File: src/rtl/divider_n_core.sv
// divider_n_core: sequential restoring shift-subtract divider.
// It produces one quotient bit per clock and uses a Start/Ack handshake
// with one-hot state flags (Qi/Qc/Qd).
//
// Optional feature: define DIVIDER_N_SIGNED_EN for two's-complement operands.
// Operands are captured as magnitudes, the unsigned core runs unchanged, and
// the signs are applied when the result is loaded.
//
// Ports:
//   Clk        rising-edge clock
//   Reset_n    synchronous active-low reset
//   Start      begins a division (sampled in QI only)
//   Ack        returns the block to QI (sampled in QD only)
//   Xin, Yin   dividend / divisor, captured on the QI->QC edge
//   Quotient   registered result, valid while Done=1
//   Remainder  registered result, valid while Done=1
//   DivByZero  registered, set when the captured divisor was 0
//   Done       equals Qd
//   Qi/Qc/Qd   one-hot state flags
module divider_n_core #(
  parameter int WIDTH = 8
) (
  input  logic             Clk,
  input  logic             Reset_n,
  input  logic             Start,
  input  logic             Ack,
  input  logic [WIDTH-1:0] Xin,
  input  logic [WIDTH-1:0] Yin,
  output logic [WIDTH-1:0] Quotient,
  output logic [WIDTH-1:0] Remainder,
  output logic             DivByZero,
  output logic             Done,
  output logic             Qi,
  output logic             Qc,
  output logic             Qd
);

  localparam int CNT_W = $clog2(WIDTH + 1);

  typedef enum logic [2:0] {
    QI = 3'b001,
    QC = 3'b010,
    QD = 3'b100
  } state_t;

  state_t state, state_nxt;

  logic [WIDTH-1:0] x, y, r;
  // Only WIDTH-1 quotient bits are stored. The final bit goes straight
  // into the Quotient output register.
  logic [WIDTH-2:0] q;
  logic [CNT_W-1:0] count;

  logic [WIDTH:0]   t;
  logic             ge, last, y_zero;
  logic [WIDTH-1:0] r_nxt, q_nxt;
  logic [WIDTH-1:0] x_cap, y_cap, q_load, r_load, rz_load;

  // Compare and subtract at WIDTH+1 bits so no operand pair can overflow.
  // Because T-Y < Y, the low WIDTH bits of the difference hold the result.
  always_comb begin
    t      = {r, x[WIDTH-1]};
    ge     = (t >= {1'b0, y});
    r_nxt  = ge ? (t[WIDTH-1:0] - y) : t[WIDTH-1:0];
    q_nxt  = {q, ge};
    y_zero = (y == '0);
    last   = (count == CNT_W'(WIDTH - 1));
  end

`ifdef DIVIDER_N_SIGNED_EN
  logic sq, sr;

  always_comb begin
    x_cap   = Xin[WIDTH-1] ? -Xin : Xin;
    y_cap   = Yin[WIDTH-1] ? -Yin : Yin;
    q_load  = sq ? -q_nxt : q_nxt;
    r_load  = sr ? -r_nxt : r_nxt;
    // Re-negating the dividend magnitude gives back the original Xin,
    // including the most-negative value.
    rz_load = sr ? -x : x;
  end
`else
  always_comb begin
    x_cap   = Xin;
    y_cap   = Yin;
    q_load  = q_nxt;
    r_load  = r_nxt;
    rz_load = x;
  end
`endif

  // State register
  always_ff @(posedge Clk) begin
    if (!Reset_n) state <= QI;
    else          state <= state_nxt;
  end

  // Next-state logic
  always_comb begin
    state_nxt = state;
    case (state)
      QI:      if (Start)           state_nxt = QC;
      QC:      if (y_zero || last)  state_nxt = QD;
      QD:      if (Ack)             state_nxt = QI;
      default:                      state_nxt = QI;
    endcase
  end

  // Datapath and result registers
  always_ff @(posedge Clk) begin
    if (!Reset_n) begin
      x         <= '0;
      y         <= '0;
      r         <= '0;
      q         <= '0;
      count     <= '0;
      Quotient  <= '0;
      Remainder <= '0;
      DivByZero <= 1'b0;
`ifdef DIVIDER_N_SIGNED_EN
      sq        <= 1'b0;
      sr        <= 1'b0;
`endif
    end else begin
      case (state)
        QI: begin
          if (Start) begin
            x     <= x_cap;
            y     <= y_cap;
            r     <= '0;
            q     <= '0;
            count <= '0;
`ifdef DIVIDER_N_SIGNED_EN
            sq    <= Xin[WIDTH-1] ^ Yin[WIDTH-1];
            sr    <= Xin[WIDTH-1];
`endif
          end
        end
        QC: begin
          if (y_zero) begin
            Quotient  <= '1;
            Remainder <= rz_load;
            DivByZero <= 1'b1;
          end else begin
            r     <= r_nxt;
            q     <= q_nxt[WIDTH-2:0];
            x     <= x << 1;
            count <= count + CNT_W'(1);
            if (last) begin
              Quotient  <= q_load;
              Remainder <= r_load;
              DivByZero <= 1'b0;
            end
          end
        end
        default: ;
      endcase
    end
  end

  assign Qi   = state[0];
  assign Qc   = state[1];
  assign Qd   = state[2];
  assign Done = state[2];

endmodule
File: config.mk
export PLATFORM = sky130hd
export DESIGN_NAME = divider_n_core
export DESIGN_NICKNAME = d
export VERILOG_FILES = /design/src/rtl/divider_n_core.sv
export SDC_FILE = /design/constraint.sdc
export NUM_CORES = 1
export LEC_CHECK = 0
export ABC_AREA = 1
export CAP_MARGIN = 0
export CORE_MARGIN = 1.5
export CORE_UTILIZATION = 30
export CTS_CLUSTER_SIZE = 40
export DETAILED_ROUTE_END_ITERATION = 10
export GPL_ROUTABILITY_DRIVEN = 0
export RECOVER_POWER = 50
export SLEW_MARGIN = 20
export SYNTH_ARGS = -nofsm -noshare
export SYNTH_HDL_FRONTEND = slang
export SYNTH_SLANG_ARGS = --single-unit
export TNS_END_PERCENT = 10
File: constraint.sdc
create_clock -name Clk -period 3 [get_ports Clk]
set_input_delay 0.3 -clock Clk [delete_from_list [all_inputs] [get_ports Clk]]
set_output_delay 0.3 -clock Clk [all_outputs]
set_load 0.005 [all_outputs]
Word level (Yosys, flattened, before mapping) --
Index checks and enable logic that the tools add are counted. Widths: inputs -> output; s select.
Operators by class: $add $sub $neg 2, $lt $le $gt $ge 1, equal/unequal tests 8, multiplexer cells 23, reduce and logical (&&, ||, !) cells 8
Operators by type and width (count):
- $mux 8 | 9
- $pmux 8 s2 | 2
- $mux 7 | 2
- $pmux 7 s2 | 1
- $ge 9x8->1 | 1
- $mux 3 | 3
- $pmux 3 s3 | 1
- $logic_not 8->1 | 1
- $mux 4 | 2
- $ne 2x2->1 const B | 4
- $pmux 4 s2 | 1
- $sub 8x8->8 | 1
- $reduce_and 3->1 | 2
- $add 4x1->4 const B | 1
- $eq 4x3->1 const B | 1
- $reduce_and 2->1 | 2
- $reduce_bool 2->1 | 2
- $eq 3x1->1 const B | 1
- $eq 3x2->1 const B | 1
- $eq 3x3->1 const B | 1
- $mux 1 | 2
- $logic_or 1x1->1 | 1
Storage, ports and cells: register bits 55, input bits 20, output and inout bits 21, word-level logic and storage cells 51

Logic depth before layout (Yosys ltp) --
Gate-level depths: netlist (run 1).
depth in word-level cells 4, depth in mapped cells 14, mapped depth without buffers 14

Least setup slack after synthesis (run 1) --
Ideal clock, no wire load.
path type reg-to-reg, from reg x[7], in the netlist rz_load[7], to reg r[6], setup time 0.132 ns, arrival 1.481 ns, data required time 2.868 ns, setup slack 1.386 ns, cell stages (with the launch flop) 15, buffers on the path 0, clock period less this slack 1.614 ns, path through dfxtp_1 > inv_1 > ha_1 > inv_1 > fa_1 > nand2_1 > nand2_1 > nand3_1 > nand2_1 > nand2_1 > nand2_1 > nand2_1 > nand2_1 > nand2_1 > a21oi_1
Between the ends: word-level cells in the longest chain between the ends 4, elaborated cells on any way between the ends 5, those cells by class add/sub (1); order compare (1); mux (3)
RTL lines:
- start: declaration | RTL line 48 | logic [WIDTH-1:0] x, y, r;
- start signal: assignment | RTL line 128 | x <= x_cap;
- start signal: assignment | RTL line 147 | x <= x << 1;
- $sub 8x8->8 / $ge 9x8->1 (equally long branches) | RTL line 64, 63
- $mux 8 * | RTL line 64 | r_nxt = ge ? (t[WIDTH-1:0] - y) : t[WIDTH-1:0];
- $mux 8 * | RTL line 140 | if (y_zero) begin
- $pmux 8 s2 * | RTL line 125 | case (state)
- end signal: assignment | RTL line 145 | r <= r_nxt;
- end: declaration | RTL line 48
Mark *: on every way between the ends. The rest lies on a longest branch, timed or not. The select of a mux whose other input is x is not followed. A chain may end at the register's enable or synchronous reset.

Final worst setup path (run 1) --
from reg state[1], to reg y[1]
Between the ends: word-level cells in the longest chain between the ends 2
RTL lines:
- start: declaration | RTL line 46 | state_t state, state_nxt;
- start signal: assignment | RTL line 95 | else state <= state_nxt;
- $eq 3x1->1 | RTL line 125
- $reduce_and 2->1 (no line)
- end signal: assignment | RTL line 129 | y <= y_cap;
- end: declaration | RTL line 48
No other way between the ends.

==> results.md, run 1 <==
* Status: finished clean
* Gr usage total at 14.2%
* CTS root buf: clkbuf_8
* Synth top area cells: dfxtp_1, nand2_1, a21oi_1, ha_1, inv_1
* Via density at 4.81
* # diodes at 0
* Syn_area_per_cell at 7.35 um^2
* Switching Power at 584 uW
* Clock Pin Slew Worst Setup and Hold Paths at 0.11 ns
* Layout cells sized above 1 at 8.50%
* Clk Latency, worst-skew pair at 0.32 ns
* Sequential share of power at 46.8%
* Yosys Warn Count at 0
* Via count at 2500
* Tightest Pin Transition at 0.924 ns
* Global-route wire length before repair at 11200 um
* Placed wire-length estimate at 4880 um
* Worst VDD drop at 0.273 mV
* F_max at 452 MHz
* Initial DRC Count at 116
* Switching share of power at 34.8%
* Routed WL at 6740 um
* Die Height at 99.2 um
* IO Pins at 41
* Final Hold Viols at 0
* WP data arrival at 2.40 ns
* CTS resizes at 0
* Die W at 99.2 um
* Initial antenna violation count at 0
* Placed insts at 512
* Leak pwr at 1.41 nW
* Clock Tree Buf Depth at 2
* Final Cycle Share at 73.8%
* Slew margin rel. at 38.3%
* CP endpoint kind: register
* Cts hold-fix bufs at 0
* PortBufs at 40
* Seq/Total Area, Yosys at 39.7%
* TritonCTS Sinks at 55
* Final Max Slew Viols at 0
* Area leader, netlist: dfxtp_1
* Final Non-Filler Cells at 520
* Cell variety after synth at 33
* Post-Syn Nets at 408
* Final setup fails at 0
* Depth of the CTS H-tree at 2
* Layout area overhead at 18.9%
* Maxcap violations at 0
* CP most frequent cell: inv_1
* CTS Buf Count at 5
* Hold WS at 0.465 ns
* Post-synthesis cell count at 378
* R2r setup slk at 0.79 ns
* EDFF count, synth at 0
* Fin nets at 441
* PnR worst setup slack at 0.786 ns
* Pwr Total at 1.68 mW
* Site row count at 34
* Clock power share at 26.2%
* ANT nets after route at 0
* Setup TNS at 0 ns
* DR DRC count at 0
* Yosys top cell area share at 39.7%
* Worst path max stage delay at 0.51 ns
* Yosys reg bits at 55
* Mapped Area at 2780 um^2
* Asr flop ratio synth at 0%
* CTS tree: yes
* Core footprint at 8850 um^2
* Crit Path Max Fanout at 19
* Combinational power share at 27.0%
* Slowest CP cell: nor2_1
* Gr ovfl total at 0
* Initial Util at 31.4%
* Clock skew at 0.00856 ns
* Die ar. at 9840 um^2
* CP startpoint kind: register
* RSZ-0062 raised after global routing: false
* CP delay by family, top: buffers and inverters
* DR pass1 iterations at 4
* WS Path Type: register to register
* Hold crit path type: register to register
* Tmin final at 2.21 ns
* Postcts setup bufs at 0
* Int Power at 1.10 mW
* Crit path buffers/inverters at 3
* Largest net degree at the start of global routing at 31
* Pre-CTS WS at 0.933 ns
* PwrDens at 509 nW/um^2
* DR WL/cell at 13.0 um
* Vias in the first global route at 2349
* Critical Path RT at 3.19 ns
* Critical-path cell list: inv_1, nand2_1, nor2_1, inv_1, nor2_1, inv_1, o21ai_0, a21oi_1
* Dominant synthesized flop cell: dfxtp_1
## per-layer routing
metal / vias to the layer above / part of all wire, % / track usage, %
met5: - / 0 / 0
met4: 0 / 1.3 / 4.23
met3: 6 / 4.6 / 2.88
met1: 1131 / 49 / 19.3
met2: 55 / 45 / 22.9
li1: 1308 / - / -
## cell usage in the layout, fill, tap and decap left out, types with 4 or more instances in the layout
| master | netlist | routed |
|---|---|---|
| a31oi_1 | 10 | 10 |
| clkdlybuf4s50_1 | 0 | 19 |
| dfxtp_1 | 55 | 55 |
| nand3_1 | 20 | 20 |
| nand3_2 | 6 | 6 |
| nor2_1 | 27 | 28 |
| clkbuf_8 | 0 | 5 |
| o21ai_0 | 20 | 20 |
| nand2_1 | 102 | 102 |
| a21oi_1 | 46 | 46 |
| nand3b_1 | 4 | 4 |
| inv_2 | 8 | 6 |
| nand4_1 | 4 | 4 |
| inv_1 | 27 | 29 |
| dlygate4sd3_1 | 0 | 21 |
| ha_1 | 9 | 9 |
## power by group through the flow
stage          combinational [mW]  sequential [mW]  clock (mW)
6_report                    0.454            0.786       0.439
5_1_grt                     0.518            0.790       0.482
4_1_cts                     0.460            0.786       0.453
3_5_place_dp                0.457            0.803           0
3_3_place_gp                0.452            0.802           0
2_1_floorplan               0.356            0.799           0
## Yosys cell counts (2+ instances only)
cell type / count
o21ai_0: 20
buf_4: 4
inv_2: 8
a31oi_1: 10
nand3_2: 6
nand3b_1: 4
nor2_4: 2
ha_1: 9
buf_2: 2
dfxtp_1: 55
nor2_1: 27
nand2_1: 102
inv_1: 27
a211oi_2: 2
clkbuf_1: 5
xnor2_1: 3
nand4_1: 4
nand2_2: 3
buf_6: 5
nand3_1: 20
o21ai_1: 3
a21oi_1: 46
## worst paths after layout
path	from	end	depth (start not counted)
setup / recovery	state[1]	y[1]	8
hold / removal	y[6]	y[6]	2
setup reg to reg	state[1]	y[1]	8
hold reg to reg	y[6]	y[6]	2
## area by class of cell
| type | count | area, um^2 |
|---|---|---|
| Clock buffer | 5 | 68.8 |
| Timing Repair Buffer | 42 | 415 |
| Multi-Input combinational cell | 271 | 1420 |
| Inverter | 36 | 138 |
| Tap cell | 108 | 135 |
| Fill cell | 958 | 5550 |
| Clock inverter | 3 | 27.5 |
| Sequential cell | 55 | 1100 |
## stage by stage
step | util (%) | cell area, um^2
3_5_place_dp | 36.3 | 3210
6_report | 37.3 | 3300
4_1_cts | 37.4 | 3310
5_1_grt | 37.3 | 3300
3_3_place_gp | 36.3 | 3210
2_1_floorplan | - | 2780
## worst reg2reg max path: cells and delay by family (launching register included)
family / cells / cell delay, ns
buffers and inverters: 3 / 0.69
AO/OA/AOI/OAI: 2 / 0.38
AND/OR/NAND/NOR: 3 / 0.68
flip-flops: 1 / 0.33
## cell families (layout without fill, tap and decap cells)
family                   Yosys count  count (layout)  share of synthesized area, %
AND/OR/NAND/NOR                  174             174                          28.6
XOR/XNOR                           4               4                          1.26
AO/OA/AOI/OAI                     83              83                          16.6
flip-flops                        55              55                          39.7
buffers and inverters             52              86                          9.10
adder cells (fa/ha/maj)           10              10                          4.78
## state kept, by name, indices dropped and copies added, names as in the netlist
signal / flops
q: 7
DivByZero: 1
Quotient: 8
r: 8
count: 4
Remainder: 8
y: 8
state: 3
rz_load: 8
No activity file was read; power rests on OpenSTA's default activity.
==> inputs of run 2 (changes only) <==
==> constraint.sdc (replaced) <==
create_clock -name Clk -period 2.1 [get_ports Clk]
set_input_delay 0.21 -clock Clk [delete_from_list [all_inputs] [get_ports Clk]]
set_output_delay 0.21 -clock Clk [all_outputs]
set_load 0.005 [all_outputs]
==> run 2 against run 1 <==
Against the previous run:
- clock skew is essentially flat
- sequential share of layout area is 0.47 points lower
- register-to-register slack worse by 0.56 ns
==> results.md, run 2 (same netlist as run 1, synthesis figures left out) <==
* Setup TNS at 0 ns (unchanged)
* Cts hold-fix bufs at 0 (unchanged)
* Via count at 2516 (was 2500)
* F_max at 535 MHz (was 452 MHz)
* Core footprint at 8850 um^2 (unchanged)
* Initial antenna violation count at 0 (unchanged)
* CP startpoint kind: register (unchanged)
* RSZ-0062 raised after global routing: false (unchanged)
* Initial DRC Count at 164 (was 116)
* Hold crit path type: register to register (unchanged)
* Critical-path cell list: inv_1, ha_1, inv_1, fa_1, nand2_1, nand2_1, nand3_1, nand3_1, nand2_1, nand2_1, nand2_1, nand2_1, a21oi_1 (was inv_1, nand2_1, nor2_1, inv_1, nor2_1, inv_1, o21ai_0, a21oi_1)
* Crit path buffers/inverters at 2 (was 3)
* Critical Path End: r[6] (was y[1])
* CP endpoint kind: register (unchanged)
* Initial Util at 31.4% (unchanged)
* Placed wire-length estimate at 5010 um (was 4880 um)
* Die W at 99.2 um (unchanged)
* Clock skew at 0.00879 ns (was 0.00856 ns)
* Final Cycle Share at 89.1% (was 73.8%)
* Clock Tree Buf Depth at 2 (unchanged)
* Leak pwr at 1.43 nW (was 1.41 nW)
* CTS resizes at 0 (unchanged)
* CP most frequent cell: nand2_1 (was inv_1)
* Depth of the CTS H-tree at 2 (unchanged)
* CTS root buf: clkbuf_8 (unchanged)
* Crit Path Max Fanout at 3 (was 19)
* Maxcap violations at 0 (unchanged)
* Status: finished clean (unchanged)
* Global-route wire length before repair at 11400 um (was 11200 um)
* Slew margin rel. at 60.5% (was 38.3%)
* Reg-to-Reg End: r[6] (was y[1])
* DR DRC count at 0 (unchanged)
* Reg-to-Reg Start: rz_load[7] (was state[1])
* Die ar. at 9840 um^2 (unchanged)
* CTS Buf Count at 5 (unchanged)
* Reg2Reg Depth at 13 (was 8)
* Via density at 4.79 (was 4.81)
* Final Hold Viols at 0 (unchanged)
* Gr usage total at 14.4% (was 14.2%)
* Final Max Slew Viols at 0 (unchanged)
* CTS tree: yes (unchanged)
* Routed WL at 6840 um (was 6740 um)
* Critical Path Start: rz_load[7] (was state[1])
* Placed insts at 517 (was 512)
* Pre-CTS WS at 0.265 ns (was 0.933 ns)
* PwrDens at 724 nW/um^2 (was 509 nW/um^2)
* Site row count at 34 (unchanged)
* # diodes at 0 (unchanged)
* Critical path depth at 13 (was 8)
* Cell Area, Placed at 3260 um^2 (was 3210 um^2)
* Critical Path RT at 2.35 ns (was 3.19 ns)
* PnR worst setup slack at 0.230 ns (was 0.786 ns)
* Commonest non-fill, non-tap cells in the layout: nand2_1, dfxtp_1, a21oi_1 (unchanged)
* DR pass1 iterations at 4 (unchanged)
* IO Pins at 41 (unchanged)
* CP delay by family, top: simple AND/OR/NAND/NOR gates (was buffers and inverters)
* R2r setup slk at 0.23 ns (was 0.79 ns)
* WP data arrival at 2.12 ns (was 2.40 ns)
* Tmin final at 1.87 ns (was 2.21 ns)
* Worst VDD drop at 0.268 mV (was 0.273 mV)
* Final Non-Filler Cells at 525 (was 520)
* ANT nets after route at 0 (unchanged)
* Largest net degree at the start of global routing at 31 (unchanged)
* Worst path max stage delay at 0.41 ns (was 0.51 ns)
* Clk Latency, worst-skew pair at 0.31 ns (was 0.32 ns)
* Tightest Pin Transition at 0.592 ns (was 0.924 ns)
* Final setup fails at 0 (unchanged)
* TritonCTS Sinks at 55 (unchanged)
* Fin area at 3350 um^2 (was 3300 um^2)
* Fin nets at 446 (was 441)
* Postcts setup bufs at 0 (unchanged)
* WS Path Type: register to register (unchanged)
* Gr ovfl total at 0 (unchanged)
* Layout cells sized above 1 at 9.35% (was 8.50%)
* PortBufs at 40 (unchanged)
* Clock Pin Slew Worst Setup and Hold Paths at 0.11 ns (about the same)
* DR WL/cell at 13.0 um (about the same)
* Vias in the first global route at 2330 (was 2349)
* Layout area overhead at 20.6% (was 18.9%)
* Slowest CP cell: fa_1 (was nor2_1)
* Commonest non-fill, non-tap cell in the layout: nand2_1 (unchanged)
* Die Height at 99.2 um (unchanged)
## run 2: cell count changes in the layout (fill, tap and decap cells not counted), sizes merged
cell / previous run / this run
buf: 2 / 6
clkbuf: 5 / 6
clkinv: 1 / 0
inv: 37 / 38
## run 2: report_power, final
part	internal (mW)	switching, mW	leakage (nW)
Combinational	0.245	0.434	0.940
Clock	0.244	0.379	0.0452
Sequential	1.09	0.0289	0.447
## run 2: final cells by class
class,instances,area (um^2)
Fill cell,957,5500
Multi-Input combinational cell,271,1420
Sequential cell,55,1100
Timing Repair Buffer,47,462
Inverter,36,138
Tap cell,108,135
Clock buffer,5,68.8
Clock inverter,3,25.0
## run 2: layer usage
metal	share of wire (%)	track usage, %
met1	50	20.2
met5	0	0
met4	0.60	3.58
met2	45	22.6
met3	5.0	2.95
## run 2: worst min-delay path by stage
stage                         to  slack (ns)     from  cells after the start
finish                      q[6]        0.46     q[6]                      2
global route          rz_load[2]        0.48   Xin[2]                      3
CTS                   rz_load[0]        0.46   Xin[0]                      3
floorplan           Remainder[0]        0.35  Reset_n                      2
detailed placement          q[6]        0.45     q[6]                      2
global placement            q[6]        0.44     q[6]                      2
## run 2: tightest hold or removal path, cell delays in order, from the launching register on
cell and delay (ns):
dfxtp_1 0.33, inv_1 0.05, a21oi_1 0.05
## run 2: metrics by stage
step           utilization, %  hold WS [ns]  total power [mW]
2_1_floorplan               -         0.348              1.65
3_3_place_gp             36.9         0.441              1.81
3_5_place_dp             36.9         0.452              1.83
4_1_cts                  37.9         0.465              2.45
5_1_grt                  37.8         0.479              2.58
6_report                 37.8         0.459              2.42
